--- config.mk ---
export PLATFORM = sky130hd
export DESIGN_NAME = fp_sub_seq
export DESIGN_NICKNAME = d
export VERILOG_FILES = /design/src/rtl/fp_sub_seq.sv
export SDC_FILE = /design/constraint.sdc
export NUM_CORES = 1
export LEC_CHECK = 0
export ABC_CLOCK_PERIOD_IN_PS = 10000
export BUFFER_PORTS_ARGS = -buffer_cell sky130_fd_sc_hd__buf_4
export CAP_MARGIN = 20
export CORE_MARGIN = 3
export CORE_UTILIZATION = 40
export CTS_CLUSTER_DIAMETER = 100
export CTS_CLUSTER_SIZE = 28
export DETAILED_ROUTE_END_ITERATION = 8
export GPL_TIMING_DRIVEN = 0
export SYNTH_ARGS = -nofsm -noshare
export SYNTH_HDL_FRONTEND = slang
export SYNTH_SLANG_ARGS = --single-unit
--- constraint.sdc ---
create_clock -name clk -period 10 [get_ports clk]
set_input_delay 2 -clock clk [delete_from_list [all_inputs] [get_ports clk]]
set_output_delay 2 -clock clk [all_outputs]
set_load 0.01 [all_outputs]
--- src/rtl/fp_sub_seq.sv ---
// Multi-cycle floating-point subtractor (A - B) with valid/ready handshakes.
// Alignment and normalisation shift one bit per cycle.
module fp_sub_seq #(
    parameter int EXPONENT_WIDTH = 8,
    parameter int MANTISSA_WIDTH = 23
) (
    input  logic                                       clk,
    input  logic                                       rst_n,
    input  logic                                       in_valid,
    output logic                                       in_ready,
    input  logic [EXPONENT_WIDTH+MANTISSA_WIDTH:0]     A_FP,
    input  logic [EXPONENT_WIDTH+MANTISSA_WIDTH:0]     B_FP,
    output logic                                       out_valid,
    input  logic                                       out_ready,
    output logic                                       sign,
    output logic [EXPONENT_WIDTH-1:0]                  exponent,
    output logic [MANTISSA_WIDTH-1:0]                  mantissa,
    output logic                                       busy
);
    localparam int EW = EXPONENT_WIDTH;
    localparam int MW = MANTISSA_WIDTH;
    localparam int W  = 1 + EW + MW;

    localparam logic [EW-1:0] EXP_ONE  = EW'(1);
    localparam logic [EW-1:0] EXP_ONES = '1;
    localparam logic [EW-1:0] MAX_D    = EW'(MW + 1);

    typedef enum logic [2:0] {IDLE, UNPACK, ALIGN, COMPUTE, NORM, DONE} state_t;

    state_t        state_q, state_d;
    logic [W-1:0]  a_q, a_d, b_q, b_d;
    logic [MW:0]   x_man_q, x_man_d, y_man_q, y_man_d;
    logic [EW-1:0] exp_q, exp_d, d_q, d_d;
    logic          res_sign_q, res_sign_d, eff_sub_q, eff_sub_d;
    logic [MW+1:0] sum_q, sum_d;
    logic          sign_q, sign_d;
    logic [EW-1:0] exponent_q, exponent_d;
    logic [MW-1:0] mantissa_q, mantissa_d;

    logic [EW-1:0] ea, eb, ex, ey, d_full;
    logic [MW:0]   ma, mb, mx, my;
    logic          a_big, sx;
    logic [MW+1:0] sum_calc;

    // Operand unpack and magnitude ordering; a zero exponent means an exact zero.
    always_comb begin
        ea       = a_q[MW +: EW];
        eb       = b_q[MW +: EW];
        ma       = (ea == '0) ? '0 : {1'b1, a_q[MW-1:0]};
        mb       = (eb == '0) ? '0 : {1'b1, b_q[MW-1:0]};
        a_big    = {ea, ma} >= {eb, mb};
        ex       = a_big ? ea : eb;
        ey       = a_big ? eb : ea;
        mx       = a_big ? ma : mb;
        my       = a_big ? mb : ma;
        sx       = a_big ? a_q[W-1] : b_q[W-1];
        d_full   = ex - ey;
        sum_calc = eff_sub_q ? ({1'b0, x_man_q} - {1'b0, y_man_q})
                             : ({1'b0, x_man_q} + {1'b0, y_man_q});
    end

    always_comb begin
        state_d    = state_q;
        a_d        = a_q;
        b_d        = b_q;
        x_man_d    = x_man_q;
        y_man_d    = y_man_q;
        exp_d      = exp_q;
        d_d        = d_q;
        res_sign_d = res_sign_q;
        eff_sub_d  = eff_sub_q;
        sum_d      = sum_q;
        sign_d     = sign_q;
        exponent_d = exponent_q;
        mantissa_d = mantissa_q;
        case (state_q)
            IDLE: begin
                if (in_valid) begin
                    a_d     = A_FP;
                    b_d     = {~B_FP[W-1], B_FP[W-2:0]};
                    state_d = UNPACK;
                end
            end
            UNPACK: begin
                x_man_d    = mx;
                exp_d      = ex;
                res_sign_d = sx;
                eff_sub_d  = a_q[W-1] ^ b_q[W-1];
                if (d_full > MAX_D) begin
                    y_man_d = '0;
                    d_d     = '0;
                    state_d = COMPUTE;
                end else begin
                    y_man_d = my;
                    d_d     = d_full;
                    state_d = (d_full == '0) ? COMPUTE : ALIGN;
                end
            end
            ALIGN: begin
                y_man_d = y_man_q >> 1;
                d_d     = d_q - EXP_ONE;
                if (d_q == EXP_ONE) state_d = COMPUTE;
            end
            COMPUTE: begin
                sum_d = sum_calc;
                if (sum_calc == '0) begin
                    sign_d     = 1'b0;
                    exponent_d = '0;
                    mantissa_d = '0;
                    state_d    = DONE;
                end else if (sum_calc[MW+1] || !sum_calc[MW]) begin
                    state_d = NORM;
                end else begin
                    sign_d     = res_sign_q;
                    exponent_d = exp_q;
                    mantissa_d = sum_calc[MW-1:0];
                    state_d    = DONE;
                end
            end
            NORM: begin
                // Carry needs a single right shift; otherwise shift left until the hidden bit lands.
                if (sum_q[MW+1]) begin
                    sign_d  = res_sign_q;
                    state_d = DONE;
                    if (exp_q >= EXP_ONES - EXP_ONE) begin
                        exponent_d = EXP_ONES;
                        mantissa_d = '0;
                    end else begin
                        exponent_d = exp_q + EXP_ONE;
                        mantissa_d = sum_q[MW:1];
                    end
                end else if (exp_q <= EXP_ONE) begin
                    sign_d     = 1'b0;
                    exponent_d = '0;
                    mantissa_d = '0;
                    state_d    = DONE;
                end else begin
                    sum_d = sum_q << 1;
                    exp_d = exp_q - EXP_ONE;
                    if (sum_q[MW-1]) begin
                        sign_d     = res_sign_q;
                        exponent_d = exp_q - EXP_ONE;
                        mantissa_d = {sum_q[MW-2:0], 1'b0};
                        state_d    = DONE;
                    end
                end
            end
            DONE: begin
                if (out_ready) state_d = IDLE;
            end
            default: state_d = IDLE;
        endcase
    end

    always_ff @(posedge clk) begin
        if (!rst_n) begin
            state_q    <= IDLE;
            a_q        <= '0;
            b_q        <= '0;
            x_man_q    <= '0;
            y_man_q    <= '0;
            exp_q      <= '0;
            d_q        <= '0;
            res_sign_q <= 1'b0;
            eff_sub_q  <= 1'b0;
            sum_q      <= '0;
            sign_q     <= 1'b0;
            exponent_q <= '0;
            mantissa_q <= '0;
        end else begin
            state_q    <= state_d;
            a_q        <= a_d;
            b_q        <= b_d;
            x_man_q    <= x_man_d;
            y_man_q    <= y_man_d;
            exp_q      <= exp_d;
            d_q        <= d_d;
            res_sign_q <= res_sign_d;
            eff_sub_q  <= eff_sub_d;
            sum_q      <= sum_d;
            sign_q     <= sign_d;
            exponent_q <= exponent_d;
            mantissa_q <= mantissa_d;
        end
    end

    assign in_ready  = (state_q == IDLE);
    assign busy      = (state_q != IDLE);
    assign out_valid = (state_q == DONE);
    assign sign      = sign_q;
    assign exponent  = exponent_q;
    assign mantissa  = mantissa_q;
endmodule
Yosys cells after proc, flatten, opt, wreduce, memory -nomap -nowiden
Cells that the tools add are included.

Flip-flop bits (word level): 190. Input bits: 68. Output and inout bits: 35. Logic and storage cells: 104.

Add/subtract/negate cells: 6. $lt $le $gt $ge: 4. Eq/ne operators: 13. Muxes and demuxes: 49. Bitwise operators: 2. Reduce and logical (&&, ||, !) cells: 16.

Operators by type and width (count): 2-to-1 mux 23 bit (6); 2-to-1 mux 24 bit (5); 2-to-1 mux 8 bit (11); 2-to-1 mux 25 bit (3); one-hot mux 25 bit (2 select lines) (1); one-hot mux 24 bit (2 select lines) (1); one-hot mux 8 bit (2 select lines) (3); one-hot mux 23 bit (2 select lines) (1); greater-or-equal comparator 32 bit (1); adder 24 x 24 -> 25 bit (1); logical NOT 25 bit (1); subtractor 24 x 24 -> 25 bit (1); logical NOT 8 bit (3); 2-to-1 mux 3 bit (6); one-hot mux 3 bit (6 select lines) (1); subtractor 8 x 1 -> 8 bit, second input constant (2); 2-to-1 mux 1 bit (10); AND reduction 3 bit (3); adder 8 x 1 -> 8 bit, second input constant (1); == test 8 x 1 -> 1 bit, second input constant (1); greater-or-equal comparator 8 bit, second input constant (1); greater-than comparator 8 x 5 -> 1 bit, second input constant (1); <= comparator 8 x 1 -> 1 bit, second input constant (1); != test 2 bit, second input constant (4); other kinds (17) (21).

Depth between registers and ports, before layout
Depth in word-level cells: 9. Mapped depth: 22. Gate-level depth less buffers: 19.

Least setup slack after synthesis
OpenSTA, ideal clock, no wires.

Kind: flip-flop to flip-flop. Start: register y_man_q[6]. End: register mantissa_q[0] (netlist: mantissa[0]). Setup time: 116 ps. Arrival time: 4261 ps. Required time: 9884 ps. Setup slack: 5623 ps. Cell stages (with the launch flop): 23. Buffers on the path: 4. Clock period less this slack: 4377 ps. Cell sequence: dfxtp_1 clkbuf_1 nor4_1 nor2_1 nor2_1 o21ai_0 nor2_1 xor2_1 ha_1 clkbuf_1 a21o_1 or3b_2 a211oi_1 nor2_1 xor2_1 nor4b_1 nand4_1 o21ai_1 a31o_2 buf_2 buf_2 o221ai_1 o211a_1.

Word-level cells in the longest chain between the ends: 6. Elaborated cells on any way between the ends: 10. Classes of those cells: add/sub: 2; eq/ne: 1; mux: 3; reduce/logical: 4.

Ends and longest elaborated chain: from (decl) (line 32) `logic [MW:0] x_man_q, x_man_d, y_man_q, y_man_d;`; from (signal assigned) (line 175) `y_man_q <= y_man_d;`; adder 24 x 24 -> 25 bit or subtractor 24 x 24 -> 25 bit (tied branches) (line 59, 58); 2-to-1 mux 25 bit * (line 58) `sum_calc = eff_sub_q ? ({1'b0, x_man_q} - {1'b0, y_man_q})`; parallel branches: the longest is 4 deep, another holds logical NOT 25 bit; to (signal assigned) (line 183) `mantissa_q <= mantissa_d;`; to (decl) (line 38) `logic [MW-1:0] mantissa_q, mantissa_d;`.

Every way passes the cells marked *. A chain may end at the register's enable or synchronous reset.

Worst setup path in the final report
Start: register y_man_q[2]. End: register mantissa_q[0] (netlist: mantissa[0]).

Same word-level chain as after synthesis.

==> summary.md <==
| Metric | Value |
|---|---|
| Status | complete, no violations |
| Port buffer count | 101 |
| Placed Area | 0.01338 mm² |
| CP max stage delay | between 0.5 and 0.6 ns |
| CP max FO | 10 |
| Cell Chain, Critical Path | nor3_1 -> a21oi_1 -> nor2_1 -> o21ai_0 -> nor2_1 -> xor2_1 -> ha_1 -> clkbuf_1 -> a21o_1 -> or3b_2 -> a211oi_1 -> o211a_1 -> nor4_1 -> nor4b_1 -> nand4_1 -> o21ai_1 -> a31o_2 -> buf_2 -> buf_2 -> o221ai_1 -> o211a_1 |
| DP Cell Count | approximately 2100 |
| Library cells used by synthesis | 80 |
| Setup crit start kind | flop |
| Tmin final | 5.786 ns |
| Routed len/inst | 18.20 µm |
| First-pass GRT wire length | 61.31 mm |
| Pre-antenna DRT Iters | 5 |
| H-tree depth | 4 |
| CP Capture Type | flop |
| Hold_ws | around 0.46 ns |
| Post-Layout Cell Count | 2108 |
| Final hold vios | 0 |
| Slew of the pin with the lowest slew margin | 0.9925 ns |
| Largest net degree at the start of global routing | 21 |
| Most frequent cells in the layout | nand2_1, dfxtp_1, nor2_1, a21oi_1, buf_4 |
| Area occupied by multi-input gates | ~0.0077 mm² |
| Worst-case reg-to-reg path depth | 21 |
| DRT iter0 DRCs | 1104 |
| Warnings, synthesis | 0 |
| Filler cells | 3021 |
| Worst R2R End | mantissa[0] |
| Sequential area share after synthesis | 0.3136 |
| Final period utilization | 0.5786 |
| Die ar. | 0.03245 mm² |
| Commonest non-fill, non-tap cell in the layout | nand2_1 |
| RSZ-0062 raised after global routing | no |
| Setup tns final | 0 ns |
| Initial antenna violation count | 0 |
| Routed WL | 38.36 mm |
| Vias in the first global route | 11368 |
| CTS tree | yes |
| Reg2reg start | y_man_q[2] |
| CTS Hold Buffers Added | 0 |
| Reg area | 0.003804 mm² |
| EDFF count, synth | 0 |
| CP max-delay cell | a211oi_1 |
| CP arrival | 6.13 ns |
| CTS sink cnt | 190 |
| Yosys reg bits | between 150 and 200 |
| Fin util | 0.4693 |
| Leakage Power | 5.178 nW |
| Layout Skew | approximately 0.032 ns |
| Share of layout cells above drive strength 1 | 0.1094 |
| CTS-repair resized insts | 0 |
| Setup Fix Bufs, Post-CTS | 0 |
| Pwr/cell area | 382.5 mW/mm² |
| Nets@finish | 1837 |
| Hold Crit Class | flop to flop |
| Worst-path clk slew | 0.10 ns |
| End point of the critical path | mantissa[0] |
| Worst-skew pair later-pin latency | 0.45 ns |
| Cell Rows | 63 |
| Internal reg-to-reg setup slack | around 4.2 ns |
| Max VDD drop | approximately 170 µV |
| Asr flop ratio synth | 0 |
| Max-slew violation count | 0 |
| Crit path from | y_man_q[2] |
| CTS root buffer | clkbuf_16 |
| Initial core utilization | 0.4071 |
| Net Count, Synth | 1717 |
| MaxCap Viol Count | 0 |
| Diodes inserted | 0 |
| Final setup viols | 0 |
| CTS Buffer Depth | 2 |
| Placement Setup Slack | between 4 and 5 ns |
| Final GP Congestion | approximately 0.92 |
| Kind of cell adding the most delay to the critical path | compound AO/OA/AOI/OAI gates |
| Tot Pwr | 5.349 mW |
| DR vias/cell | roughly 5.7 |
| Avg Cell Area, Syn | 7.652 µm² |
| Number of nets with antenna violations after routing | 0 |
| Worst setup path class | flop to flop |
| Core area | 0.02980 mm² |
| GR Overflow Total | 0 |
| Req. time, crit path | 10.34 ns |
| Max Clock Freq | about 170 MHz |
| Die height | 180.1 µm |
| Synthesized cell area | 0.01213 mm² |
| Rel. slew slack | 0.3384 |
| Drc violations | 0 |
| Final WS setup | around 4.2 ns |
| Mapped Cells | 1585 |
| Area growth from synthesis to layout | 15.29% |
| Cell depth of the worst setup path | 21 |
| Post-DP HPWL | 29.98 mm |
| Die width | 180.1 µm |
| Top FF cell, synth | dfxtp_1 |
| Finished Cell Area | about 0.014 mm² |
| CP Buf/Inv Count | 3 |
| Num CTS Buffers | 17 |
| Total track usage | 0.2294 |
| Vias | 12039 |
| I/O Pins | 103 |
==> cells in the mapped netlist (all sizes together) (6+ instances only) <==
cell	count	share of area
o31ai	6	0.0037
a211o	6	0.0043
nand4	9	0.0046
mux2i	9	0.0074
and2	30	0.015
nand3	28	0.013
o221ai	6	0.0043
nand2	256	0.080
dfxtp	190	0.31
o21a	7	0.0043
clkbuf	99	0.031
o21ai	81	0.033
buf	21	0.0097
inv	28	0.0087
nor3	23	0.0095
or3	8	0.0041
nand2b	10	0.0052
a21o	18	0.012
xor2	16	0.012
a31oi	8	0.0041
a211oi	43	0.027
nor4	15	0.0090
nor2	187	0.058
a311oi	18	0.013
o211ai	26	0.016
ha	63	0.065
o22ai	8	0.0041
a21boi	47	0.029
mux2	6	0.0056
a22oi	45	0.028
xnor2	42	0.030
nor2b	10	0.0052
o211a	6	0.0050
o32ai	25	0.029
a21oi	130	0.054
==> cell type report <==
class / count / area share
Timing Repair Buffer: 101 / 0.05422
Clock inverter: 14 / 0.01208
Inverter: 28 / 0.007516
Multi-Input combinational cell: 1247 / 0.5529
Buffer: 120 / 0.03499
Sequential cell: 190 / 0.2720
Tap cell: 390 / 0.03490
Clock buffer: 18 / 0.03141
==> where the power goes <==
group	leakage [nW]	switching, mW	total [mW]	internal [mW]
Clock	0.293	0.357	0.703	0.345
Combinational	3.34	2.32	3.58	1.26
Sequential	1.55	0.126	1.06	0.936
Total	5.18	2.80	5.35	2.55
==> worst min path at each step <==
stage | startpoint | end | slack [ns] | cells after the start
after detailed placement | a_q[22] | a_q[22] | 0.45 | 2
after floorplan | a_q[22] | a_q[22] | 0.43 | 2
after CTS | a_q[22] | a_q[22] | 0.46 | 2
after global routing | a_q[10] | a_q[10] | 0.48 | 2
final | a_q[22] | a_q[22] | 0.46 | 2
after global placement | a_q[22] | a_q[22] | 0.44 | 2
==> metal layers <==
layer	global-route usage	routed length [µm]	vias up
li1	-	-	5957
met1	0.3215	18300	5646
met2	0.3698	17100	375
met3	0.02745	1949	61
met4	0.07307	1014	0
met5	0	0	-
==> kinds of logic after synthesis <==
logic type,share of synthesized area
compound gates,0.2955
xor+xnor,0.04188
fa+ha+maj,0.06664
buf+inv,0.04900
flops,0.3136
mux,0.01300
simple gates,0.2203
==> worst reg2reg max path, stage by stage, from the launching register on <==
cell and delay [ns]:
dfxtp_1 0.39, nor3_1 0.31, a21oi_1 0.15, nor2_1 0.26, o21ai_0 0.28, nor2_1 0.21
xor2_1 0.21, ha_1 0.26, clkbuf_1 0.20, a21o_1 0.28, or3b_2 0.45, a211oi_1 0.53
o211a_1 0.22, nor4_1 0.09, nor4b_1 0.35, nand4_1 0.25, o21ai_1 0.25, a31o_2 0.18
buf_2 0.23, buf_2 0.28, o221ai_1 0.16, o211a_1 0.17
==> flip-flops by register name, summed over array words and instances (netlist names), 23 cells and up <==
name / cells
b_q: 32
y_man_q: 24
mantissa: 23
a_q: 32
sum_q: 25
x_man_q: 24
No activity file was read; power rests on OpenSTA's default activity.
